[src/rtl/sqrt_arbiter.sv]
// Round-robin arbiter sharing one sqrt engine among N_REQ requesters.
// Optional macro SQRT_ARB_TIMEOUT_EN adds a WAIT-state timeout with a sticky error flag.
module sqrt_arbiter #(
  parameter int unsigned N_REQ   = 4,
  parameter int unsigned DW      = 32,
  parameter int unsigned OW      = 16,
  parameter int unsigned TIMEOUT = 64
) (
  input  logic                  clk,
  input  logic                  reset_n,
  input  logic [N_REQ-1:0]      req,
  input  logic [N_REQ*DW-1:0]   req_din,
  output logic [N_REQ-1:0]      req_ack,
  output logic [N_REQ-1:0]      res_valid,
  output logic [OW-1:0]         res_dout,
  output logic                  eng_start,
  output logic [DW-1:0]         eng_din,
  input  logic                  eng_valid,
  input  logic [OW-1:0]         eng_dout,
  output logic                  busy,
  output logic                  error
);

  localparam int unsigned PW = (N_REQ > 1) ? $clog2(N_REQ) : 1;

  typedef enum logic [1:0] {StIdle, StIssue, StWait} state_e;

  state_e            state_q, state_d;
  logic [PW-1:0]     rr_ptr_q, rr_ptr_d;
  logic [PW-1:0]     grant_q, grant_d;
  logic [N_REQ-1:0]  req_ack_q, req_ack_d;
  logic [N_REQ-1:0]  res_valid_q, res_valid_d;
  logic [OW-1:0]     res_dout_q, res_dout_d;
  logic              eng_start_q, eng_start_d;
  logic [DW-1:0]     eng_din_q, eng_din_d;
  logic              busy_q, busy_d;
  logic              finish;
  logic [PW-1:0]     rr_next;

  logic [DW-1:0]     din_arr [N_REQ];
  logic              found;
  logic [PW-1:0]     pick;
  logic [PW-1:0]     idx;
  int unsigned       sum;

  for (genvar g = 0; g < N_REQ; g++) begin : g_unpack
    assign din_arr[g] = req_din[g*DW +: DW];
  end

  // First set request searching circularly upward from rr_ptr.
  always_comb begin
    found = 1'b0;
    pick  = '0;
    idx   = '0;
    sum   = 0;
    for (int unsigned i = 0; i < N_REQ; i++) begin
      sum = 32'(rr_ptr_q) + i;
      idx = PW'(sum % N_REQ);
      if (!found && req[idx]) begin
        found = 1'b1;
        pick  = idx;
      end
    end
  end

  assign rr_next = (grant_q == PW'(N_REQ - 1)) ? '0 : grant_q + PW'(1);

`ifdef SQRT_ARB_TIMEOUT_EN
  logic [7:0] wait_cnt_q, wait_cnt_d;
  logic       error_q, error_d;
`endif

  always_comb begin
    state_d     = state_q;
    rr_ptr_d    = rr_ptr_q;
    grant_d     = grant_q;
    req_ack_d   = '0;
    res_valid_d = '0;
    res_dout_d  = res_dout_q;
    eng_start_d = 1'b0;
    eng_din_d   = eng_din_q;
    finish      = 1'b0;
`ifdef SQRT_ARB_TIMEOUT_EN
    wait_cnt_d  = wait_cnt_q;
    error_d     = error_q;
`endif
    unique case (state_q)
      StIdle: begin
        if (found) begin
          state_d         = StIssue;
          grant_d         = pick;
          req_ack_d[pick] = 1'b1;
          eng_start_d     = 1'b1;
          eng_din_d       = din_arr[pick];
        end
      end
      StIssue: begin
`ifdef SQRT_ARB_TIMEOUT_EN
        wait_cnt_d = '0;
`endif
        // A zero-latency engine may answer in the start cycle itself.
        if (eng_valid) begin
          res_dout_d = eng_dout;
          finish     = 1'b1;
        end else begin
          state_d = StWait;
        end
      end
      StWait: begin
        if (eng_valid) begin
          res_dout_d = eng_dout;
          finish     = 1'b1;
        end
`ifdef SQRT_ARB_TIMEOUT_EN
        else if (wait_cnt_q == 8'(TIMEOUT - 1)) begin
          res_dout_d = '1;
          error_d    = 1'b1;
          finish     = 1'b1;
        end else begin
          wait_cnt_d = wait_cnt_q + 8'd1;
        end
`endif
      end
      default: state_d = StIdle;
    endcase
    if (finish) begin
      res_valid_d[grant_q] = 1'b1;
      rr_ptr_d             = rr_next;
      state_d              = StIdle;
    end
    busy_d = (state_d != StIdle);
  end

  always_ff @(posedge clk or negedge reset_n) begin
    if (!reset_n) begin
      state_q     <= StIdle;
      rr_ptr_q    <= '0;
      grant_q     <= '0;
      req_ack_q   <= '0;
      res_valid_q <= '0;
      res_dout_q  <= '0;
      eng_start_q <= 1'b0;
      eng_din_q   <= '0;
      busy_q      <= 1'b0;
    end else begin
      state_q     <= state_d;
      rr_ptr_q    <= rr_ptr_d;
      grant_q     <= grant_d;
      req_ack_q   <= req_ack_d;
      res_valid_q <= res_valid_d;
      res_dout_q  <= res_dout_d;
      eng_start_q <= eng_start_d;
      eng_din_q   <= eng_din_d;
      busy_q      <= busy_d;
    end
  end

`ifdef SQRT_ARB_TIMEOUT_EN
  always_ff @(posedge clk or negedge reset_n) begin
    if (!reset_n) begin
      wait_cnt_q <= '0;
      error_q    <= 1'b0;
    end else begin
      wait_cnt_q <= wait_cnt_d;
      error_q    <= error_d;
    end
  end
  assign error = error_q;
`else
  assign error = 1'b0;
`endif

  assign req_ack   = req_ack_q;
  assign res_valid = res_valid_q;
  assign res_dout  = res_dout_q;
  assign eng_start = eng_start_q;
  assign eng_din   = eng_din_q;
  assign busy      = busy_q;

endmodule

[config.mk]
export PLATFORM = sky130hd
export DESIGN_NAME = sqrt_arbiter
export DESIGN_NICKNAME = d
export VERILOG_FILES = /design/src/rtl/sqrt_arbiter.sv
export SDC_FILE = /design/constraint.sdc
export NUM_CORES = 1
export LEC_CHECK = 0
export CAP_MARGIN = 25
export CORE_ASPECT_RATIO = 0.9
export CORE_UTILIZATION = 37
export CTS_CLUSTER_SIZE = 28
export DETAILED_ROUTE_END_ITERATION = 8
export GPL_ROUTABILITY_DRIVEN = 0
export HOLD_SLACK_MARGIN = 0.03
export PLACE_DENSITY_LB_ADDON = 0.3
export SYNTH_ARGS = -nofsm -noshare
export SYNTH_HDL_FRONTEND = slang
export SYNTH_SLANG_ARGS = --single-unit
[constraint.sdc]
create_clock -name clk -period 4.5 [get_ports clk]
set_input_delay 1.125 -clock clk [delete_from_list [all_inputs] [get_ports clk]]
set_output_delay 1.125 -clock clk [all_outputs]
set_load 0.05 [all_outputs]
# Word-level counts from Yosys, hierarchy flattened
# Cells that the tools add are included.
[totals]
input_bits = 151
elab_cells = 74
ff_bits = 64
output_inout_bits = 59
[op_classes]
n_eq_ne = 3
n_mux = 35
add_sub_neg = 4
reduce_logical = 13
n_bitwise = 1
n_lt_le_gt_ge = 9
[ops]
columns = ["operator", "count"]
rows = [
  ["binary-select mux 32 bit (select 2 bit)", 1],
  ["2-to-1 mux 32 bit", 2],
  ["less-than comparator 2 x 3 -> 1 bit (second input constant)", 6],
  ["2-to-1 mux 2 bit", 8],
  ["2-to-1 mux 1 bit", 14],
  ["2-to-1 mux 4 bit", 3],
  ["binary-select mux 1 bit (select 2 bit)", 4],
  ["case mux 2 bit (3 select lines)", 1],
  ["logical AND 1 bit", 5],
  ["adder 2 x 1 -> 2 bit (second input constant)", 2],
  ["adder 2 bit (second input constant)", 2],
  ["demux 1 bit (select 2 bit)", 2],
  ["== test 2 bit (second input constant)", 2],
  [">= comparator 2 x 1 -> 1 bit (second input constant)", 2],
  ["AND reduction 2 bit", 2],
  [">= comparator 3 bit (second input constant)", 1],
  ["zero test 1 bit", 3],
  ["NOT 2 -> 3 bit", 1],
  ["== test 2 x 1 -> 1 bit (second input constant)", 1],
  ["zero test 2 bit", 1],
  ["nonzero test 2 bit", 1],
  ["OR reduction 2 bit", 1],
]

# Logic depth before layout (Yosys ltp)
[depth]
depth_word = 18
mapped_depth = 7
mapped_depth_nobuf = 6

# Worst setup path after synthesis
# OpenSTA, ideal clock, no wires.
[synth_timing]
kind = "input to register"
startpoint = "input req[0]"
endpoint = "register eng_din_q[10] (netlist: eng_din[10])"
n_path_buf = 1
required_time_ns = 4.359
setup_slack_ns = 2.084
stages = 6
t_arrival_ns = 2.275
setup_ns = 0.141
path_cell_list = "nor3b_2 > nor3_1 > a31oi_1 > clkbuf_1 > o2bb2ai_1 > a31oi_1"
[synth_between]
elab_chain_cells = 16
elab_cells_between_ends = 27
classes_between = "19 x mux; 1 x bitwise; 7 x reduce/logical"
[synth_lines]
columns = ["element", "line_no", "rtl"]
rows = [
  ["from (decl)", "11", "input logic [N_REQ-1:0] req,"],
  ["binary-select mux 1 bit (select 2 bit)", "59", "if (!found && req[idx]) begin"],
  ["2-to-1 mux 1 bit (implied by the code)", "59", ""],
  ["2-to-1 mux 1 bit", "59", ""],
  ["zero test 1 bit", "59", ""],
  ["logical AND 1 bit", "59", ""],
  ["2-to-1 mux 1 bit", "59", ""],
  ["zero test 1 bit", "59", ""],
  ["logical AND 1 bit", "59", ""],
  ["2-to-1 mux 1 bit", "59", ""],
  ["zero test 1 bit", "59", ""],
  ["logical AND 1 bit", "59", ""],
  ["2-to-1 mux 2 bit", "59", ""],
  ["NOT 2 -> 3 bit (implied by the code)", "94", "eng_din_d = din_arr[pick];"],
  ["binary-select mux 32 bit (select 2 bit)", "94", ""],
  ["2-to-1 mux 32 bit (implied by the code) (2 in a row)", "94", ""],
  ["to (signal assigned)", "153", "eng_din_q <= eng_din_d;"],
  ["to (decl)", "35", "logic [DW-1:0] eng_din_q, eng_din_d;"],
]
# Several ways; a longest one is shown, not always the timed one. The select of a mux whose other input is x is not followed.
# A chain may end at the register's enable or synchronous reset.

# Worst setup path in the final report
[layout_timing]
startpoint = "input req[2]"
endpoint = "register eng_din_q[18] (netlist: eng_din[18])"
# Same word-level chain as after synthesis.

==> run summary <==
The most numerous cell in the Yosys netlist is sky130_fd_sc_hd__nand2_1. The count of antenna diodes in the layout came out at 0. The cell at the root of the clock tree is sky130_fd_sc_hd__clkbuf_8. Entering global routing, the biggest net connects 36 pins. VDD sags by at most 358 uV. During synthesis, Yosys emitted a total of 0 warnings. The share of flip-flops with an asynchronous set or reset after synthesis is 1.00. The worst-case clock buffer depth came out at 2. The register bit count reported by yosys came out at 64. Clock-pin slew was measured on the worst setup and hold paths at 0.06 ns. The worst-margin pin slew is a little under 1 ns.

The post-synthesis instance area is 0.00336 mm^2. The detailed placer's ending HPWL came out at 8310 um. The count of final max-slew check failures was 0. Setup repair after global routing left no endpoint under its margin. The share of synthesized area occupied by flip-flops and latches is 0.476.

Counting the fill cells in the layout gives 729. The number of max-capacitance violations reported is 0. The total vias in the final route is 3,319. The combined flip-flop and latch cell area came out at between 0.0015 and 0.002 mm^2. The buffer and inverter count on the worst path is 3. The number of different library cells in the post-synthesis netlist is 35. In this run the tool buffered the top-level ports with 208 buffer cells. STA classifies the critical path endpoint as a flip-flop. For this run, the leading register cell type out of synthesis is sky130_fd_sc_hd__dfrtp_1. The number of clock sinks is 64.

Of the post-synthesis cell area, the dominant cell type holds 0.476. The die width is 102 um. The worst path arrival time came out at 3.58 ns.

The die covers 0.00947 mm^2. For the worst setup path, the data required time is ~4.7 ns. The maximum fanout along the worst path came out at 23.

Row generation in the floorplan step produced 32 rows. The count of nets left with antenna violations once routing finished came out at 0. The run finished with clean final reports. The path type of the worst min-delay path is flip-flop to flip-flop. The largest incremental delay on the critical path is 0.53 ns.

The overall power after layout came out at 4.05 mW. For this design the ratio of total power to cell area is 711 mW/mm^2. The library cell contributing the largest single delay on the critical path is sky130_fd_sc_hd__clkdlybuf4s50_1. The number of design-rule violations left by the first detailed-router iteration is 64.

The dominant cell type by area after synthesis is sky130_fd_sc_hd__dfrtp_1. The total negative slack for setup checks came out at 0 ns. The TritonCTS buffer count came out at 9.

By count the netlist is led by sky130_fd_sc_hd__nand2_1, sky130_fd_sc_hd__dfrtp_1, sky130_fd_sc_hd__a31oi_1, sky130_fd_sc_hd__mux2i_1, sky130_fd_sc_hd__o2bb2ai_1. The highest attainable clock frequency came out at 0.296 GHz. The core footprint came out at 0.00869 mm^2. The overall track demand over capacity in global routing came out at 0.228. The number of gates resized after cts is 0. The global-route wire length before repair is between 15,000 and 20,000 um. The number of primary I/O pins came out at between 200 and 250. The detailed-route wire length is roughly 11,000 um. The critical path goes through clkdlybuf4s50_1, nor4_1, nand2b_1, clkinv_1, buf_4, o2bb2ai_1, a31oi_1. The average instance area after synthesis came out at 10.5 um^2. The clock arrives with 0.00562 ns of skew.

The kind of critical path is input pin to flip-flop. The effective utilization at floorplan came out at 0.387. The number of antenna violations at the first check in global routing came to 0. The global route total overflow came out at 0. The final layout net count came out at between 600 and 700. The cell class contributing the biggest share of worst-path delay is buffers and inverters. Dividing the final minimum period by the clock period gives 0.752.

The number of H-tree levels is 3. Of the cells placed in the final design, the portion with a size suffix greater than 1 is 0.0802. The synthesized design contains 0 enable-type register cells. The number of setup buffers added after CTS came out at 0.

The DRC violations left is 0. The vertical die dimension is slightly above 90 um. The number of buffers added to fix hold violations after cts is 0. The worst pin sits at a relative slew slack of 0.356. After detailed routing, the average wire length per cell comes to 16.9 um.

The via count of the first global-routing pass came out at 3,405. The pre-antenna-repair detailed-routing pass consisted of 4 iterations. The leakage power is 2.40 nW. The multi-input combinational cell area came out at 0.00162 mm^2. Synthesis produced a netlist whose cell count is roughly 320. Sorting the synthesized cells by area gives the leading types as sky130_fd_sc_hd__dfrtp_1, sky130_fd_sc_hd__mux2i_1, sky130_fd_sc_hd__o2bb2ai_1. The post-detailed-route via-to-cell ratio came out at around 5.2. The CTS tree is done. The final number of hold-violating endpoints is 0. The worst setup path is launched from an input pin. The worst-skew pair later-pin latency came out at 0.33 ns. The minimum period implied by the final worst setup slack came out at 3.38 ns.

The count of final setup violators came out at 0. When the netlist entered floorplanning its net count stood at roughly 480. From synthesis to final layout, the design area changed by 69.4%.
cell type report:
class,count,area share
multi-input combinational,226,0.285
clock inverter,1,0.000879
clock buffer,12,0.0272
inverter,7,0.00461
timing repair buffer,214,0.375
sequential,64,0.281
tap,119,0.0261
placed cells by master (no fill, tap or decap):
| master | Yosys | final |
|---|---|---|
| sky130_fd_sc_hd__o2bb2ai_1 | 32 | 32 |
| sky130_fd_sc_hd__nand2b_1 | 1 | 1 |
| sky130_fd_sc_hd__or2_1 | 1 | 1 |
| sky130_fd_sc_hd__buf_12 | 2 | 1 |
| sky130_fd_sc_hd__dfrtp_1 | 64 | 64 |
| sky130_fd_sc_hd__clkinv_1 | 1 | 1 |
| sky130_fd_sc_hd__nor3_1 | 2 | 2 |
| sky130_fd_sc_hd__nand2_1 | 70 | 70 |
| sky130_fd_sc_hd__buf_2 | 6 | 1 |
| sky130_fd_sc_hd__nor2_2 | 0 | 1 |
| sky130_fd_sc_hd__nor3b_2 | 1 | 1 |
| sky130_fd_sc_hd__nand3_1 | 3 | 3 |
| sky130_fd_sc_hd__clkbuf_1 | 11 | 1 |
| sky130_fd_sc_hd__mux2i_1 | 33 | 33 |
| sky130_fd_sc_hd__buf_4 | 1 | 5 |
| sky130_fd_sc_hd__a21oi_1 | 1 | 1 |
| sky130_fd_sc_hd__a221o_2 | 0 | 1 |
| sky130_fd_sc_hd__clkinv_2 | 0 | 1 |
| sky130_fd_sc_hd__a211o_1 | 1 | 1 |
| sky130_fd_sc_hd__a31oi_1 | 33 | 32 |
| sky130_fd_sc_hd__and3_1 | 4 | 4 |
| sky130_fd_sc_hd__nand4_1 | 1 | 1 |
| sky130_fd_sc_hd__a221oi_4 | 0 | 1 |
| sky130_fd_sc_hd__o21ai_1 | 1 | 1 |
| sky130_fd_sc_hd__nor4_1 | 1 | 1 |
| sky130_fd_sc_hd__clkbuf_8 | 0 | 11 |
| sky130_fd_sc_hd__nor2_1 | 3 | 2 |
| sky130_fd_sc_hd__clkdlybuf4s50_1 | 0 | 207 |
| sky130_fd_sc_hd__mux2_2 | 17 | 17 |
| sky130_fd_sc_hd__a31oi_4 | 0 | 1 |
| sky130_fd_sc_hd__conb_1 | 1 | 1 |
| sky130_fd_sc_hd__nor2b_1 | 3 | 3 |
| sky130_fd_sc_hd__ha_1 | 8 | 8 |
| sky130_fd_sc_hd__a21o_1 | 1 | 1 |
| sky130_fd_sc_hd__o21ai_0 | 1 | 1 |
| sky130_fd_sc_hd__inv_1 | 6 | 6 |
| sky130_fd_sc_hd__a221oi_1 | 3 | 3 |
| sky130_fd_sc_hd__a21bo_2 | 1 | 1 |
| sky130_fd_sc_hd__o31ai_1 | 1 | 1 |
report_power, final:
| part | switching, mW | internal, mW | leakage (nW) |
|---|---|---|---|
| logic | 1.63 | 0.976 | 1.57 |
| clock network | 0.202 | 0.220 | 0.0842 |
| registers | 0.163 | 0.856 | 0.749 |
| total | 2.00 | 2.05 | 2.40 |
layer usage:
layer	share of wire	vias up	GRT usage	routed length, um
met5	0	-	0	0
met4	0.025	0	0.0857	272
met3	0.085	21	0.0679	924
met2	0.50	150	0.405	5400
met1	0.39	1590	0.252	4250
li1	-	1558	-	-
sequential cells by signal, summed over array words and instances (netlist names):
register and count:
res_valid 4, grant_q 2, eng_din 32, rr_ptr_q 2, req_ack 4, eng_start 1
res_dout 16, busy 1, state_q 2
stage by stage:
stage	worst slack, ns	utilization	cells	instance area [um^2]	hold WS (ns)
global placement	0.986	0.637	630	5530	0.486
global route	1.01	0.655	643	5690	0.519
detailed placement	0.834	0.637	630	5530	0.492
floorplan	2.08	-	319	3360	0.489
finish	1.12	0.655	643	5690	0.504
CTS	1.19	0.655	643	5690	0.507
worst paths after layout:
kind                                  start           to  slack (ns)  depth (start not counted)
worst max-delay path                 req[2]  eng_din[18]        1.12                          7
worst min-delay path            res_dout[4]  res_dout[4]        0.50                          1
worst max register to register  rr_ptr_q[1]   eng_din[3]        2.06                          6
worst min register to register  res_dout[4]  res_dout[4]        0.50                          1
max in group asynchronous           reset_n  res_dout[2]        2.73                          2
min in group asynchronous           reset_n   eng_din[9]        0.87                          1
cell families (layout without fill, tap and decap cells):
kind of cell,Yosys count,count (layout),synth area share
buf+inv,29,234,0.0499
flops,64,64,0.476
compound gates,77,77,0.175
simple gates,90,90,0.113
fa+ha+maj,8,8,0.0298
other cells,1,1,0.00112
mux,50,50,0.155
Power figures use the tool's default switching activity.
